**config.mk**
```make
export PLATFORM = sky130hd
export DESIGN_NAME = fifo_rx
export DESIGN_NICKNAME = d
export VERILOG_FILES = /design/src/rtl/fifo_rx.sv
export SDC_FILE = /design/constraint.sdc
export NUM_CORES = 1
export LEC_CHECK = 0
export ABC_AREA = 1
export BUFFER_PORTS_ARGS = -buffer_cell sky130_fd_sc_hd__buf_2
export CORE_UTILIZATION = 63
export DETAILED_ROUTE_END_ITERATION = 8
export PLACE_DENSITY = 0.87
export SETUP_SLACK_MARGIN = 0.3
export SKIP_CTS_REPAIR_TIMING = 1
export SKIP_LAST_GASP = 1
export SYNTH_ARGS = -nofsm -noshare
export SYNTH_HDL_FRONTEND = slang
export SYNTH_SLANG_ARGS = --single-unit
```
**constraint.sdc**
```tcl
create_clock -name clk_fifo_rx -period 4.2 [get_ports clk_fifo_rx]
set_input_delay 0.42 -clock clk_fifo_rx [delete_from_list [all_inputs] [get_ports clk_fifo_rx]]
set_output_delay 0.42 -clock clk_fifo_rx [all_outputs]
set_load 0.02 [all_outputs]
```
**src/rtl/fifo_rx.sv**
```systemverilog
// fifo_rx: receive-side frame buffer between the UART receiver and the host/DMA.
// Each entry is {frame_err, data byte}, captured on the end-of-frame strobe.
// Pops are registered: the popped entry shows up on data_out/err_out after the
// edge and data_valid marks that cycle. All status flags are registered and are
// derived from the same next-count value, so they always agree with count.
module fifo_rx #(
  parameter int DATA_W   = 8,
  parameter int ADDR_W   = 4,
  parameter int AF_LEVEL = 12
) (
  input  logic              clk_fifo_rx,
  input  logic              rst,
  input  logic [DATA_W-1:0] data_in,
  input  logic              frame_err,
  input  logic              rx_end,
  input  logic              rd_en,
  input  logic              clr_overrun,
  output logic [DATA_W-1:0] data_out,
  output logic              err_out,
  output logic              data_valid,
  output logic              empty,
  output logic              full,
  output logic              almost_full,
  output logic [ADDR_W:0]   count,
  output logic              overrun
);

  localparam int               DEPTH    = 2 ** ADDR_W;
  localparam logic [ADDR_W:0]  CNT_FULL = (ADDR_W + 1)'(DEPTH);
  localparam logic [ADDR_W:0]  CNT_AF   = (ADDR_W + 1)'(AF_LEVEL);
  localparam logic [ADDR_W:0]  CNT_ONE  = (ADDR_W + 1)'(1);
  localparam logic [ADDR_W-1:0] PTR_ONE = ADDR_W'(1);

  logic [DATA_W:0]     mem [DEPTH];

  logic [ADDR_W-1:0]   wr_ptr_q, wr_ptr_d;
  logic [ADDR_W-1:0]   rd_ptr_q, rd_ptr_d;
  logic [ADDR_W:0]     count_q, count_d;
  logic                empty_q, empty_d;
  logic                full_q, full_d;
  logic                af_q, af_d;
  logic [DATA_W-1:0]   data_out_q, data_out_d;
  logic                err_out_q, err_out_d;
  logic                valid_q, valid_d;
  logic                overrun_q, overrun_d;

  logic                do_pop;
  logic                do_push;
  logic                drop;
  logic [DATA_W:0]     rd_entry;

  // Handshake decode: a pop frees a slot in the same cycle, so a full FIFO
  // still accepts a frame when it is also being popped. A pop on an empty
  // FIFO is ignored, which makes push+pop on empty a plain push.
  always_comb begin
    do_pop   = rd_en && !empty_q;
    do_push  = rx_end && (!full_q || do_pop);
    drop     = rx_end && full_q && !do_pop;
    rd_entry = mem[rd_ptr_q];
  end

  // Next-state for pointers, occupancy, flags, output register and overrun.
  always_comb begin
    wr_ptr_d   = wr_ptr_q;
    rd_ptr_d   = rd_ptr_q;
    count_d    = count_q;
    data_out_d = data_out_q;
    err_out_d  = err_out_q;
    valid_d    = 1'b0;
    overrun_d  = overrun_q;

    if (do_push) begin
      wr_ptr_d = wr_ptr_q + PTR_ONE;
    end

    if (do_pop) begin
      rd_ptr_d   = rd_ptr_q + PTR_ONE;
      data_out_d = rd_entry[DATA_W-1:0];
      err_out_d  = rd_entry[DATA_W];
      valid_d    = 1'b1;
    end

    if (do_push && !do_pop) begin
      count_d = count_q + CNT_ONE;
    end else if (do_pop && !do_push) begin
      count_d = count_q - CNT_ONE;
    end

    // A drop in the same cycle as a clear must not be lost.
    if (drop) begin
      overrun_d = 1'b1;
    end else if (clr_overrun) begin
      overrun_d = 1'b0;
    end

    empty_d = (count_d == '0);
    full_d  = (count_d == CNT_FULL);
    af_d    = (count_d >= CNT_AF);
  end

  // Control and status registers, cleared asynchronously.
  always_ff @(posedge clk_fifo_rx or posedge rst) begin
    if (rst) begin
      wr_ptr_q   <= '0;
      rd_ptr_q   <= '0;
      count_q    <= '0;
      empty_q    <= 1'b1;
      full_q     <= 1'b0;
      af_q       <= 1'b0;
      data_out_q <= '0;
      err_out_q  <= 1'b0;
      valid_q    <= 1'b0;
      overrun_q  <= 1'b0;
    end else begin
      wr_ptr_q   <= wr_ptr_d;
      rd_ptr_q   <= rd_ptr_d;
      count_q    <= count_d;
      empty_q    <= empty_d;
      full_q     <= full_d;
      af_q       <= af_d;
      data_out_q <= data_out_d;
      err_out_q  <= err_out_d;
      valid_q    <= valid_d;
      overrun_q  <= overrun_d;
    end
  end

  // Storage array write; not reset. On push+pop at full the read above sees
  // the old entry because the write lands at the edge.
  always_ff @(posedge clk_fifo_rx) begin
    if (do_push) begin
      mem[wr_ptr_q] <= {frame_err, data_in};
    end
  end

  assign data_out    = data_out_q;
  assign err_out     = err_out_q;
  assign data_valid  = valid_q;
  assign empty       = empty_q;
  assign full        = full_q;
  assign almost_full = af_q;
  assign count       = count_q;
  assign overrun     = overrun_q;

endmodule

```
==> impl_metrics.toml <==
[run_status]
status = "finished, final reports clean"

[critical_path]
timing.critical_path.buf_inv = 2
timing.critical_path.max_delay_family = "buffers and inverters"
req_time_crit_path_ps = 4520
timing.critical_path.from_type = "flip-flop"
critical-path-slowest-cell = "sky130_fd_sc_hd__inv_1"
timing_worst_setup_path_type = "reg -> reg"
crit_path_max_fanout = 36
critical-path-max-stage-delay_ps = 840
crit_path_cell_trace = "buf_4 > inv_1 > nand3_1 > nand3_1 > nand2_1 > nand2_1 > nand2_1 > nand2_1 > nand2_1"
crit_path_frequent_cell = "sky130_fd_sc_hd__nand2_1"
end_kind = "flip-flop"
arrival_ps = 2760

[yosys]
synth_top_cell_by_area = "sky130_fd_sc_hd__edfxtp_1"
synthesis.area_per_instance_um2 = 11.2
post_synth_main_area_contributors = "sky130_fd_sc_hd__edfxtp_1 61%, sky130_fd_sc_hd__nand2_1 12%, sky130_fd_sc_hd__dfrtp_1 9.1%"
synth-seq-area-share = 0.700
synth_area_mm2 = 0.00714
netlist-cell-type-count = 29
synthesis_stage_register_bit_count = 171
synth_top_area_frac = 0.606
synth_warnings = 0
post_synth_inst_count = 635
postSynthNetCount = 656

[grt]
grt_first_pass_wirelength_um = 24600
maximum_number_of_pins_on_one_net_before_global_route_repair = 75
total_congestion_overflow = 0
globalRouteTotalUtil = 0.296
number_of_global_route_vias_before_repair = 4683
grt_antenna_before_repair = 0

[clocking]
clock_slew_at_reported_path_ffs_ps = 60
root_buffer = "sky130_fd_sc_hd__clkbuf_16"
cts_inserted_buffers = 17
clock_path_buffers = 2
cts_tree = "built"
htree_num_levels = 4
clock_insertion_delay_worst_skew_ps = 430
clock-sinks = 171

[place]
detailed_place.area_mm2 = 0.00730
gpl_congestion = 0.941
placement.io_buffers = 32
dpl.hpwl_um = 9750

[power_and_ir_drop]
clockPowerShare = 0.274
switching_share = 0.375
power_leakage_nw = 3.13
seqPwrFrac = 0.401
share_comb_of_total_power = 0.326
power.net_switching_mw = 2.12
p_int_mw = 3.55
vdd_ir_drop_max_uv = 681
power_density_mw_per_mm2 = 719

[floorplanning]
coreArea_mm2 = 0.0109
die-width_um = 108
die-height_um = 108
die_area_mm2 = 0.0118
core.rowCount = 38
initial_core_utilization = 0.653
io_pins = 33

[sta]
period_utilization_post_route = 0.582
rsz_0062_raised_after_global_routing = "false"
timing.slew.headroom = 0.205
hold-worst-slack_ps = 218
report.final.hold_viol_count = 0
clock-skew-final_ps = 11.9
fmaxAchievable_mhz = 409
timing_max_transition_violations_final = 0
fin_setup_tns_ps = 0
slew_at_the_pin_closest_to_its_max_slew_limit_ps = 1190
layout_min_cycle_time_ps = 2440
report.final.setup_viol = 0

[hold_path]
holdCritPathClass = "in -> reg"

[finish]
most_frequent_cells_in_the_layout = "237 x sky130_fd_sc_hd__nand2_1, 144 x sky130_fd_sc_hd__edfxtp_1, 110 x sky130_fd_sc_hd__nand3_1"
layout_commonest_cell = "sky130_fd_sc_hd__nand2_1"
diodes = 0
syn_to_final_growth_pct = 10.5
nets = 679
finish.instance_area_mm2 = 0.00789
final_layout_size_suffix_gt1_frac = 0.104
final_core_util = 0.721

[routing]
drtPass1Iterations = 5
post_drt_wl_per_cell_um = 19.6
route.antenna.remaining_nets = 0
vias_per_cell = 6.03
drt-initial-drc-count = 672
via_count = 4888
drc = 0
postRouteWirelength_um = 15900

[job]
max_cap_violations = 0
final timing paths:
path | slack, ps | endpoint | startpoint | depth (start not counted)
min in group asynchronous | 250 | count[0] | rst | 2
setup reg to reg | 1760 | data_out[6] | rd_ptr_q[1] | 9
setup / recovery | 1760 | data_out[6] | rd_ptr_q[1] | 9
hold / removal | 220 | overrun | clr_overrun | 2
hold reg to reg | 480 | data_out[4] | data_out[4] | 2
max in group asynchronous | 3230 | rd_ptr_q[0] | rst | 2
power groups by stage:
stage / combinational, mW / clock, mW / sequential [mW]
floorplan: 1.32 / 0 / 2.32
global placement: 1.70 / 0 / 2.28
detailed placement: 1.78 / 0 / 2.30
CTS: 1.80 / 1.55 / 2.27
global route: 2.04 / 1.61 / 2.29
finish: 1.85 / 1.55 / 2.27
layout make-up:
class	count	area, um2
repair buffers	34	175
inverters	23	86.3
clock inverters	10	118
fillers	700	3050
flip-flops and latches	171	5000
multi-input cells	411	1860
well taps	140	175
clock buffers	22	474
registers in the layout (all words and copies together), names as in the netlist:
signal / cells
rd_ptr_q: 4
wr_ptr_q: 4
err_out: 1
almost_full: 1
empty: 1
overrun: 1
data_valid: 1
data_out: 8
count: 5
full: 1
mem: 144
per-stage QoR:
| step | std cells | power, mW | setup slack (ps) |
|---|---|---|---|
| after CTS | 811 | 5.62 | 1860 |
| after global routing | 811 | 5.95 | 1600 |
| after detailed placement | 779 | 4.08 | 1780 |
| after global placement | 779 | 3.98 | 1890 |
| final | 811 | 5.67 | 1760 |
| after floorplan | 635 | 3.64 | 2390 |
cells by family (layout without fill, tap and decap cells):
| group | Yosys count | count (layout) | share of synthesized area |
|---|---|---|---|
| compound gates | 19 | 19 | 0.0174 |
| flops | 171 | 171 | 0.700 |
| fa+ha+maj | 7 | 7 | 0.0123 |
| buf+inv | 53 | 89 | 0.0394 |
| xor+xnor | 9 | 9 | 0.0110 |
| simple gates | 376 | 376 | 0.219 |
synthesized netlist by cell type (all sizes together):
library cell	n
o21ai	4
o211ai	4
dfstp	1
buf	28
nor2	24
o32ai	1
xnor2	1
xor2	8
nand2	238
edfxtp	144
nand3	111
a31oi	1
nor3	1
clkinv	1
dfrtp	26
a21oi	5
a21boi	4
ha	7
inv	22
nand4	2
clkbuf	2
layer usage:
metal	GRT usage	vias up	routed length, um
met5	0	-	0
met4	0.166	0	702
met3	0.0711	59	1430
met2	0.481	290	7930
met1	0.367	2324	5810
li1	-	2215	-
worst reg2reg max path, cell delays in order (launching register included):
cell	delay, ps
sky130_fd_sc_hd__dfrtp_1	360
sky130_fd_sc_hd__buf_4	260
sky130_fd_sc_hd__inv_1	860
sky130_fd_sc_hd__nand3_1	300
sky130_fd_sc_hd__nand3_1	170
sky130_fd_sc_hd__nand2_1	80
sky130_fd_sc_hd__nand2_1	120
sky130_fd_sc_hd__nand2_1	70
sky130_fd_sc_hd__nand2_1	60
sky130_fd_sc_hd__nand2_1	50
No activity file was read; power rests on OpenSTA's default activity.
